`src/rtl/flappy_pkg.sv`:
```
// ----------------------------------------------------------------------------
// flappy_pkg
// Shared definitions for the flappy game blocks: the collision/game-state FSM
// encoding, the crash cause codes and the default playfield geometry that the
// draw, tube generator and collision blocks must all agree on.
// No ports; imported with "import flappy_pkg::*;".
// ----------------------------------------------------------------------------
package flappy_pkg;

    // Game-state controller states; SNAP..T2 form one 4-cycle checking round
    typedef enum logic [2:0] {
        ST_IDLE  = 3'd0,
        ST_SNAP  = 3'd1,
        ST_T0    = 3'd2,
        ST_T1    = 3'd3,
        ST_T2    = 3'd4,
        ST_CRASH = 3'd5
    } state_t;

    // Crash cause codes reported on crash_cause
    localparam logic [1:0] CAUSE_NONE   = 2'd0;
    localparam logic [1:0] CAUSE_TUBE   = 2'd1;
    localparam logic [1:0] CAUSE_GROUND = 2'd2;

    // Default playfield geometry in pixels
    localparam int DEF_BIRD_X       = 200;
    localparam int DEF_BIRD_SIZE    = 20;
    localparam int DEF_TUBE_W       = 60;
    localparam int DEF_GAP_HALF     = 60;
    localparam int DEF_GROUND_Y     = 440;
    localparam int DEF_HIT_CONFIRM  = 1;
    localparam int DEF_RESTART_HOLD = 20;

    // Zero-extend a 10-bit screen coordinate to the 11-bit compare width so
    // that coordinate + offset sums can never wrap.
    function automatic logic [10:0] ext11(input logic [9:0] v);
        return {1'b0, v};
    endfunction

endpackage

```
`src/rtl/tube_hit_check.sv`:
```
// ----------------------------------------------------------------------------
// tube_hit_check
// Combinational test of the bird box against a single tube.
// A tube occupies columns [tube_x-TUBE_W, tube_x-1] and is solid outside the
// open rows [tube_y-GAP_HALF, tube_y+GAP_HALF-1].
// Ports:
//   bird_y  in  10  top row of the bird box
//   tube_x  in  10  right-edge column of the tube
//   tube_y  in  10  gap centre row of the tube
//   hit     out 1   bird box overlaps solid tube pixels
// ----------------------------------------------------------------------------
module tube_hit_check
    import flappy_pkg::*;
#(
    parameter int BIRD_X    = DEF_BIRD_X,
    parameter int BIRD_SIZE = DEF_BIRD_SIZE,
    parameter int TUBE_W    = DEF_TUBE_W,
    parameter int GAP_HALF  = DEF_GAP_HALF
) (
    input  logic [9:0] bird_y,
    input  logic [9:0] tube_x,
    input  logic [9:0] tube_y,
    output logic       hit
);

    localparam logic [10:0] X_LO = 11'(BIRD_X);
    localparam logic [10:0] X_HI = 11'(BIRD_X + BIRD_SIZE + TUBE_W);
    localparam logic [10:0] GAP  = 11'(GAP_HALF);
    localparam logic [10:0] SIZE = 11'(BIRD_SIZE);

    logic [10:0] by;
    logic [10:0] tx;
    logic [10:0] ty;
    logic        x_overlap;
    logic        above_gap;
    logic        below_gap;

    assign by = ext11(bird_y);
    assign tx = ext11(tube_x);
    assign ty = ext11(tube_y);

    // Every bound is rearranged so that only additions appear; the left side
    // of each inequality carries the offset instead of subtracting it from
    // the tube coordinate, which keeps small coordinates from underflowing.
    assign x_overlap = (X_LO < tx) && (X_HI > tx);
    assign above_gap = (by + GAP) < ty;
    assign below_gap = (by + SIZE) > (ty + GAP);

    assign hit = x_overlap && (above_gap || below_gap);

endmodule

```
`src/rtl/collision_detect.sv`:
```
// ----------------------------------------------------------------------------
// collision_detect
// Game-state controller and collision checker. Each round snapshots the bird
// and the three tubes, checks one tube per cycle plus the ground, and after
// enough consecutive hit rounds freezes the game in CRASH. A restart request
// is honoured after a holdoff and produces a one-cycle new_game pulse.
// Ports:
//   clk10        in  1   game tick clock
//   clr          in  1   synchronous active-high reset
//   start        in  1   start/restart button level
//   bird_y_pos   in  10  top row of the bird box
//   tubeN_x_pos  in  10  tube right-edge columns (N = 1..3)
//   tubeN_y_pos  in  10  tube gap centres (N = 1..3)
//   playing      out 1   high in SNAP/T0/T1/T2
//   game_end     out 1   high in CRASH
//   new_game     out 1   one-cycle pulse on restart
//   crash_cause  out 2   CAUSE_NONE / CAUSE_TUBE / CAUSE_GROUND, held in CRASH
//   crash_tube   out 2   index 0..2 of the offending tube, 0 otherwise
// ----------------------------------------------------------------------------
module collision_detect
    import flappy_pkg::*;
#(
    parameter int BIRD_X       = DEF_BIRD_X,
    parameter int BIRD_SIZE    = DEF_BIRD_SIZE,
    parameter int TUBE_W       = DEF_TUBE_W,
    parameter int GAP_HALF     = DEF_GAP_HALF,
    parameter int GROUND_Y     = DEF_GROUND_Y,
    parameter int HIT_CONFIRM  = DEF_HIT_CONFIRM,
    parameter int RESTART_HOLD = DEF_RESTART_HOLD
) (
    input  logic       clk10,
    input  logic       clr,
    input  logic       start,
    input  logic [9:0] bird_y_pos,
    input  logic [9:0] tube1_x_pos,
    input  logic [9:0] tube2_x_pos,
    input  logic [9:0] tube3_x_pos,
    input  logic [9:0] tube1_y_pos,
    input  logic [9:0] tube2_y_pos,
    input  logic [9:0] tube3_y_pos,
    output logic       playing,
    output logic       game_end,
    output logic       new_game,
    output logic [1:0] crash_cause,
    output logic [1:0] crash_tube
);

    state_t      state_q;
    logic [9:0]  snap_by_q;
    logic [9:0]  snap_tx_q [3];
    logic [9:0]  snap_ty_q [3];
    logic        ground_q;
    logic        any_hit_q;
    logic [1:0]  first_tube_q;
    logic [2:0]  hit_cnt_q;
    logic [2:0]  hit_cnt_d;
    logic [7:0]  hold_q;
    logic [7:0]  hold_d;
    logic        new_game_q;
    logic [1:0]  cause_q;
    logic [1:0]  tube_q;

    logic [1:0]  tube_idx;
    logic [9:0]  sel_tx;
    logic [9:0]  sel_ty;
    logic        tube_hit;
    logic        ground_now;
    logic        round_hit;
    logic        confirm;
    logic        hold_done;

    // The state selects which snapshot tube the single checker sees this
    // cycle; outside T1/T2 the mux rests on tube 0, which is what T0 needs.
    always_comb begin
        tube_idx = 2'd0;
        case (state_q)
            ST_T1:   tube_idx = 2'd1;
            ST_T2:   tube_idx = 2'd2;
            default: tube_idx = 2'd0;
        endcase
        sel_tx = snap_tx_q[tube_idx];
        sel_ty = snap_ty_q[tube_idx];
    end

    tube_hit_check #(
        .BIRD_X    (BIRD_X),
        .BIRD_SIZE (BIRD_SIZE),
        .TUBE_W    (TUBE_W),
        .GAP_HALF  (GAP_HALF)
    ) u_tube_hit_check (
        .bird_y (snap_by_q),
        .tube_x (sel_tx),
        .tube_y (sel_ty),
        .hit    (tube_hit)
    );

    // Ground is judged on the live bird position in SNAP, the same value
    // that is being captured into the snapshot at that edge.
    assign ground_now = (ext11(bird_y_pos) + 11'(BIRD_SIZE)) > 11'(GROUND_Y);

    // End-of-round bookkeeping: the T2 tube result is still combinational,
    // so it is folded in here alongside the registered ground/tube flags.
    // The confirm compare is one bit wider so counter+1 cannot wrap.
    always_comb begin
        round_hit = ground_q || any_hit_q || tube_hit;
        hit_cnt_d = (hit_cnt_q == 3'd7) ? hit_cnt_q : hit_cnt_q + 3'd1;
        confirm   = (({1'b0, hit_cnt_q} + 4'd1) == 4'(HIT_CONFIRM));
        hold_d    = (hold_q == 8'hFF) ? hold_q : hold_q + 8'd1;
        hold_done = (hold_q >= 8'(RESTART_HOLD));
    end

    // Main controller. The holdoff counter starts at 0 in the first CRASH
    // cycle and start is only honoured once it has reached RESTART_HOLD, so
    // a held start leaves CRASH on the edge closing that cycle. clr sits
    // ahead of everything so a simultaneous start can never pulse new_game.
    always_ff @(posedge clk10) begin
        if (clr) begin
            state_q      <= ST_IDLE;
            snap_by_q    <= '0;
            snap_tx_q[0] <= '0;
            snap_tx_q[1] <= '0;
            snap_tx_q[2] <= '0;
            snap_ty_q[0] <= '0;
            snap_ty_q[1] <= '0;
            snap_ty_q[2] <= '0;
            ground_q     <= 1'b0;
            any_hit_q    <= 1'b0;
            first_tube_q <= 2'd0;
            hit_cnt_q    <= 3'd0;
            hold_q       <= 8'd0;
            new_game_q   <= 1'b0;
            cause_q      <= CAUSE_NONE;
            tube_q       <= 2'd0;
        end else begin
            new_game_q <= 1'b0;
            case (state_q)
                ST_IDLE: begin
                    if (start) begin
                        state_q <= ST_SNAP;
                    end
                end
                ST_SNAP: begin
                    snap_by_q    <= bird_y_pos;
                    snap_tx_q[0] <= tube1_x_pos;
                    snap_tx_q[1] <= tube2_x_pos;
                    snap_tx_q[2] <= tube3_x_pos;
                    snap_ty_q[0] <= tube1_y_pos;
                    snap_ty_q[1] <= tube2_y_pos;
                    snap_ty_q[2] <= tube3_y_pos;
                    ground_q     <= ground_now;
                    any_hit_q    <= 1'b0;
                    first_tube_q <= 2'd0;
                    state_q      <= ST_T0;
                end
                ST_T0, ST_T1: begin
                    // Only the first hitting tube is remembered
                    if (tube_hit && !any_hit_q) begin
                        any_hit_q    <= 1'b1;
                        first_tube_q <= tube_idx;
                    end
                    state_q <= (state_q == ST_T0) ? ST_T1 : ST_T2;
                end
                ST_T2: begin
                    hit_cnt_q <= round_hit ? hit_cnt_d : 3'd0;
                    if (round_hit && confirm) begin
                        state_q <= ST_CRASH;
                        hold_q  <= 8'd0;
                        if (ground_q) begin
                            cause_q <= CAUSE_GROUND;
                            tube_q  <= 2'd0;
                        end else begin
                            cause_q <= CAUSE_TUBE;
                            tube_q  <= any_hit_q ? first_tube_q : 2'd2;
                        end
                    end else begin
                        state_q <= ST_SNAP;
                    end
                end
                ST_CRASH: begin
                    hold_q <= hold_d;
                    if (start && hold_done) begin
                        state_q    <= ST_IDLE;
                        new_game_q <= 1'b1;
                        cause_q    <= CAUSE_NONE;
                        tube_q     <= 2'd0;
                        hit_cnt_q  <= 3'd0;
                        hold_q     <= 8'd0;
                    end
                end
                default: begin
                    state_q <= ST_IDLE;
                end
            endcase
        end
    end

    assign playing     = (state_q == ST_SNAP) || (state_q == ST_T0) ||
                         (state_q == ST_T1)   || (state_q == ST_T2);
    assign game_end    = (state_q == ST_CRASH);
    assign new_game    = new_game_q;
    assign crash_cause = cause_q;
    assign crash_tube  = tube_q;

endmodule

```
`config.mk`:
```
export PLATFORM = sky130hd
export DESIGN_NAME = collision_detect
export DESIGN_NICKNAME = d
export VERILOG_FILES = /design/src/rtl/flappy_pkg.sv /design/src/rtl/tube_hit_check.sv /design/src/rtl/collision_detect.sv
export SDC_FILE = /design/constraint.sdc
export NUM_CORES = 1
export LEC_CHECK = 0
export ABC_AREA = 1
export BUFFER_PORTS_ARGS = -buffer_cell sky130_fd_sc_hd__buf_2
export CAP_MARGIN = 40
export CORE_MARGIN = 10
export CORE_UTILIZATION = 60
export DETAILED_ROUTE_END_ITERATION = 16
export PLACE_DENSITY = 0.83
export SLEW_MARGIN = 15
export SYNTH_ARGS = -nofsm -noshare
export SYNTH_HDL_FRONTEND = slang
export SYNTH_HIERARCHICAL = 1
export SYNTH_SLANG_ARGS = --single-unit
```
`constraint.sdc`:
```
create_clock -name clk10 -period 9.4 [get_ports clk10]
set_input_delay 2.82 -clock clk10 [delete_from_list [all_inputs] [get_ports clk10]]
set_output_delay 2.82 -clock clk10 [all_outputs]
set_load 0.005 [all_outputs]
```
==> results.sh, run 1 <==
export IMPL_status="finished, final reports clean"
export IMPL_syn_to_final_growth_pct=12.5
export IMPL_finalCriticalPeriod_ps=5370
export IMPL_cts_tree="yes"
export IMPL_whs_ps=465
export IMPL_drt_iter0_drc=346
export IMPL_power_frac_seq_pct=51.0
export IMPL_swShare_pct=32.3
export IMPL_antenna_found_initial=0
export IMPL_wl_met2_mm=5.67
export IMPL_critPathKind="reg2out"
export IMPL_critical_path_max_fanout=22
export IMPL_syn_avg_cell_area_um2=7.68
export IMPL_drc=0
export IMPL_crit_path_end_kind="primary output"
export IMPL_power_w=0.000971
export IMPL_wl_per_cell_um=13.3
export IMPL_clk_latency_ps=370
export IMPL_synth_area_leaders="edfxtp_1, dfxtp_1, nand2_1"
export IMPL_gr_total_overflow=0
export IMPL_rsz0062_at_grt="false"
export IMPL_wirelength_mm=11.8
export IMPL_core_um2=8720
export IMPL_synthFlopType="edfxtp_1"
export IMPL_antenna_cells=0
export IMPL_finalSetupViolCount=0
export IMPL_min_path_type="reg2reg"
export IMPL_p_sw_w=0.000314
export IMPL_yosysMostFrequentCell="nand2_1"
export IMPL_cts_hold_buf=0
export IMPL_finalNetCount=876
export IMPL_dp_hpwl_mm=8.56
export IMPL_io_buffers=79
export IMPL_layout_setup_ws_ps=4030
export IMPL_yosys_area_top_type="edfxtp_1"
export IMPL_peakVddDrop_v=0.0000942
export IMPL_fmax_mhz=186
export IMPL_relSlewSlack_pct=42.5
export IMPL_grt_pass1_vias=4456
export IMPL_drive_above_1_share_pct=15.8
export IMPL_crit_required_ps=6580
export IMPL_numCtsBuffers=9
export IMPL_ys_top_cells_by_count="nand2_1, inv_1, nor2_1"
export IMPL_postSynth_asyncResetShare_pct=0
export IMPL_syn_cell_area_um2=5350
export IMPL_fp_dieW_um=114
export IMPL_dr_wl_met3_um=789
export IMPL_period_share_pct=57.1
export IMPL_wl_met1_mm=5.24
export IMPL_post_cts_buffers=0
export IMPL_finalHoldViolCount=0
export IMPL_seq_area_frac_synth_pct=46.0
export IMPL_tightest_slew_ps=862
export IMPL_synthDistinctLibCells=37
export IMPL_cts_root_buf="clkbuf_8"
export IMPL_cts_resized=0
export IMPL_num_rows=34
export IMPL_post_place_ws_ps=4380
export IMPL_die_h_um=114
export IMPL_vias_per_cell=5.10
export IMPL_synth_edf_count=60
export IMPL_clk_pin_slew_ps=100
export IMPL_clockPowerShare_pct=26.7
export IMPL_finalInstanceArea_um2=6020
export IMPL_grt_pass1_wl_mm=19.9
export IMPL_clock_skew_ps=8.62
export IMPL_top_layer_used="met4"
export IMPL_io_pins=80
export IMPL_gp_congestion=0.869
export IMPL_placed_area_um2=5830
export IMPL_ant_nets=0
export IMPL_worstPathArrival_ps=2550
export IMPL_grt_max_degree=64
export IMPL_htree_levels=3
export IMPL_vias=4525
export IMPL_internal_power_w=0.000657
export IMPL_fin_tns_setup_ps=0
export IMPL_ys_seq_elements=93
export IMPL_globalRouteTotalUtil_pct=18.2
export IMPL_ys_warn_count=6
export IMPL_cap_viol_max_count=0
export IMPL_synth_cells=697
export IMPL_netlist_area_leader_share_pct=33.7
export IMPL_leakage_nw=3.03
export IMPL_die_area_um2=13100
export IMPL_start_util_pct=61.4
export IMPL_syn_nets=799
export IMPL_dr_pass1_iters=5
export IMPL_start_kind="flop"
export IMPL_finalMaxSlewViolations=0
export IMPL_cts_max_path_buffers=2
export IMPL_cts_sinks=93
export IMPL_power_density_nw_per_um2=161
export IMPL_power_frac_comb_pct=22.4
[stage by stage]
step	util, %	cells
3_3_place_gp	66.9	871
5_1_grt	69.1	887
4_1_cts	69.1	887
3_5_place_dp	66.9	871
2_1_floorplan	-	697
6_report	69.1	887
[power by group through the flow]
stage / sequential, W / clock, W / combinational (W)
after global placement: 0.000503 / 0 / 0.000201
after CTS: 0.000495 / 0.000264 / 0.000216
after detailed placement: 0.000504 / 0 / 0.000212
after global routing: 0.000499 / 0.000278 / 0.000249
final: 0.000495 / 0.000259 / 0.000217
after floorplan: 0.000499 / 0 / 0.000155
[worst paths after layout]
path                            startpoint       endpoint  slack, ps  depth (start not counted)
worst max register to register  state_q[2]  crash_tube[0]       4320                         31
worst min-delay path              ground_q       ground_q        460                          2
worst max-delay path            state_q[2]        playing       4030                          9
worst min register to register    ground_q       ground_q        460                          2
[critical path, stage by stage (launching register included)]
cell and delay (ps):
dfxtp_1 400, inv_2 70, nor2_4 170, inv_2 80
nor2_2 660, inv_1 130, o21ai_1 110, inv_1 300
nand2_1 140, buf_2 120
[flip-flops by register name, indices dropped and copies added, names as in the netlist, 2 cells and up]
signal	count
crash_cause	2
crash_tube	2
first_tube_q	2
hit_cnt_q	3
hold_q	8
snap_by_q	10
snap_tx_q	30
snap_ty_q	30
state_q	3
[cells in the final DEF (no fill, tap or decap), drive strengths merged]
cell type  count
nand2        172
inv          140
nor2         111
buf           82
edfxtp        60
nand3         39
dfxtp         33
ha            29
o21ai         26
a21oi         21
xor2          13
clkbuf         9
nand4          8
nor3           8
o21bai         5
clkinv         5
nand3b         4
xnor2          4
or2            4
nor4           2
a31oi          2
o22ai          1
o211ai         1
[cell type report]
type	instances	area, µm²
Multi-Input combinational cell	450	2300
Clock inverter	7	65.1
Timing Repair Buffer	82	418
Inverter	138	519
Tap cell	108	135
Clock buffer	9	124
Sequential cell	93	2460
Fill cell	728	2700
[cells by family (layout without fill, tap and decap cells)]
group / count (synthesis) / in the layout / synth area share, %
adder cells (fa/ha/maj): 29 / 29 / 6.78
flip-flops: 93 / 93 / 46.0
AO/OA/AOI/OAI: 56 / 56 / 5.80
buffers and inverters: 154 / 236 / 11.2
XOR/XNOR: 17 / 17 / 2.78
AND/OR/NAND/NOR: 348 / 348 / 27.5
[metal layers]
layer	vias to the layer above	track usage [%]
met4	0	4.85
met3	15	4.98
li1	2324	-
met2	149	29.8
met1	2037	23.2
met5	-	0
No activity file was read; power rests on OpenSTA's default activity.
==> inputs of run 2 (changes only) <==
- CORE_UTILIZATION: 60 -> 52
- PLACE_DENSITY: 0.83 -> 0.77
- clock period: 9.4 -> 4.9 ns (I/O delays scaled with it)
==> results.sh, run 2 (same netlist as run 1, synthesis figures left out) <==
export IMPL_relSlewSlack_pct=55.5
export IMPL_grt_pass1_wl_mm=20.3
export IMPL_syn_to_final_growth_pct=14.2
export IMPL_critical_path_max_fanout=9
export IMPL_period_share_pct=86.5
export IMPL_fin_tns_setup_ps=0
export IMPL_die_h_um=121
export IMPL_min_path_type="reg2reg"
export IMPL_cts_resized=0
export IMPL_start_kind="flop"
export IMPL_io_pins=80
export IMPL_power_density_nw_per_um2=311
export IMPL_critPathTopFamily="simple AND/OR/NAND/NOR gates"
export IMPL_cpMostUsedCell="nand2_1"
export IMPL_cts_hold_buf=0
export IMPL_status="finished, final reports clean"
export IMPL_globalRouteTotalUtil_pct=16.8
export IMPL_largestRegisters="snap_tx_q (30), snap_ty_q (30), snap_by_q (10)"
export IMPL_cap_viol_max_count=0
export IMPL_fp_dieW_um=121
export IMPL_cts_root_buf="clkbuf_8"
export IMPL_finalCriticalPeriod_ps=4240
export IMPL_die_area_um2=14800
export IMPL_post_cts_buffers=0
export IMPL_clk_latency_ps=370
export IMPL_fillerInstances=904
export IMPL_gr_total_overflow=0
export IMPL_finalNetCount=879
export IMPL_crit_cells=31
export IMPL_cts_sinks=93
export IMPL_drc=0
export IMPL_finalMaxSlewViolations=0
export IMPL_crit_required_ps=5160
export IMPL_cts_max_path_buffers=2
export IMPL_fmax_mhz=236
export IMPL_core_um2=9910
export IMPL_crit_buf_inv=7
export IMPL_dp_hpwl_mm=8.96
export IMPL_critical_path_slowest_cell="dfxtp_1"
export IMPL_wl_per_cell_um=13.0
export IMPL_num_rows=36
export IMPL_start_util_pct=54.0
export IMPL_dr_pass1_iters=5
export IMPL_io_buffers=79
export IMPL_peakVddDrop_v=0.000175
export IMPL_clk_pin_slew_ps=90
export IMPL_antenna_found_initial=0
export IMPL_hold_path_depth=2
export IMPL_grt_max_degree=71
export IMPL_wirelength_mm=11.9
export IMPL_grt_pass1_vias=4438
export IMPL_reg2regPathDepth=31
export IMPL_rsz0062_at_grt="false"
export IMPL_tightest_slew_ps=668
export IMPL_worstPathArrival_ps=4500
export IMPL_gp_congestion=0.945
export IMPL_crit_path_end_kind="flop"
export IMPL_ant_nets=0
export IMPL_numCtsBuffers=9
export IMPL_crit_path_max_incr_delay_ps=400
export IMPL_cts_tree="yes"
export IMPL_finalInstanceArea_um2=6110
export IMPL_final_common_cell="nand2_1"
export IMPL_placed_area_um2=5890
export IMPL_vias_per_cell=4.89
export IMPL_finalHoldViolCount=0
export IMPL_drt_iter0_drc=203
export IMPL_final_cell_mix="nand2_1, inv_1, nor2_1"
export IMPL_leakage_nw=3.05
export IMPL_finalSetupViolCount=0
export IMPL_vias=4476
export IMPL_drive_above_1_share_pct=16.1
export IMPL_clock_skew_ps=10.7
export IMPL_critPathKind="reg2reg"
export IMPL_antenna_cells=0
export IMPL_htree_levels=3
-- run 2: cell types whose count changed in the layout (fill, tap and decap cells not counted), sizes merged --
cell / delta
clkbuf: +1
buf: +3
clkinvlp: +1
clkinv: -1
bufinv: +1
inv: -2
-- run 2: through the flow --
step                setup WS, ps  hold slack [ps]  utilization [%]  instances  power (W)
finish                       663              455             61.7        915    0.00190
global route                54.8              490             61.7        915    0.00202
CTS                          576              445             61.5        914    0.00191
detailed placement           607              431             59.5        898    0.00138
global placement             811              424             59.5        898    0.00136
floorplan                   1240              415                -        697    0.00126
-- run 2: final cells by class --
cell class                 instances  area [µm²]  share of cell area (%)
sequential                        93        2460                    40.3
multi-input combinational        450        2300                    37.7
inverter                         138         519                    8.49
timing repair buffer              85         465                    7.61
tap                              133         166                    2.72
clock buffer                      10         128                    2.09
clock inverter                     6        71.3                    1.17
-- run 2: per-layer routing --
metal  global-route usage (%)  wire length [µm]  part of all wire [%]
met5                        0                 0                     0
met4                     7.45               264                   2.2
met3                     3.72               674                   5.7
met2                     26.2              5420                    45
met1                     21.9              5560                    47
-- run 2: final timing paths --
path              startpoint              end  slack (ps)
max               state_q[2]    crash_tube[1]         660
min          first_tube_q[1]  first_tube_q[1]         460
max reg2reg       state_q[2]    crash_tube[1]         660
min reg2reg  first_tube_q[1]  first_tube_q[1]         460
-- run 2: power by group --
part | switching (W) | internal [W] | leakage [nW]
clock | 0.000288 | 0.000242 | 0.0988
combinational | 0.000261 | 0.000158 | 2.05
sequential | 0.0000376 | 0.000912 | 0.905
-- run 2: tightest hold or removal path, stage by stage (launching register included) --
cell and delay (ps):
dfxtp_1 330, nand2_1 60, nor2_1 30
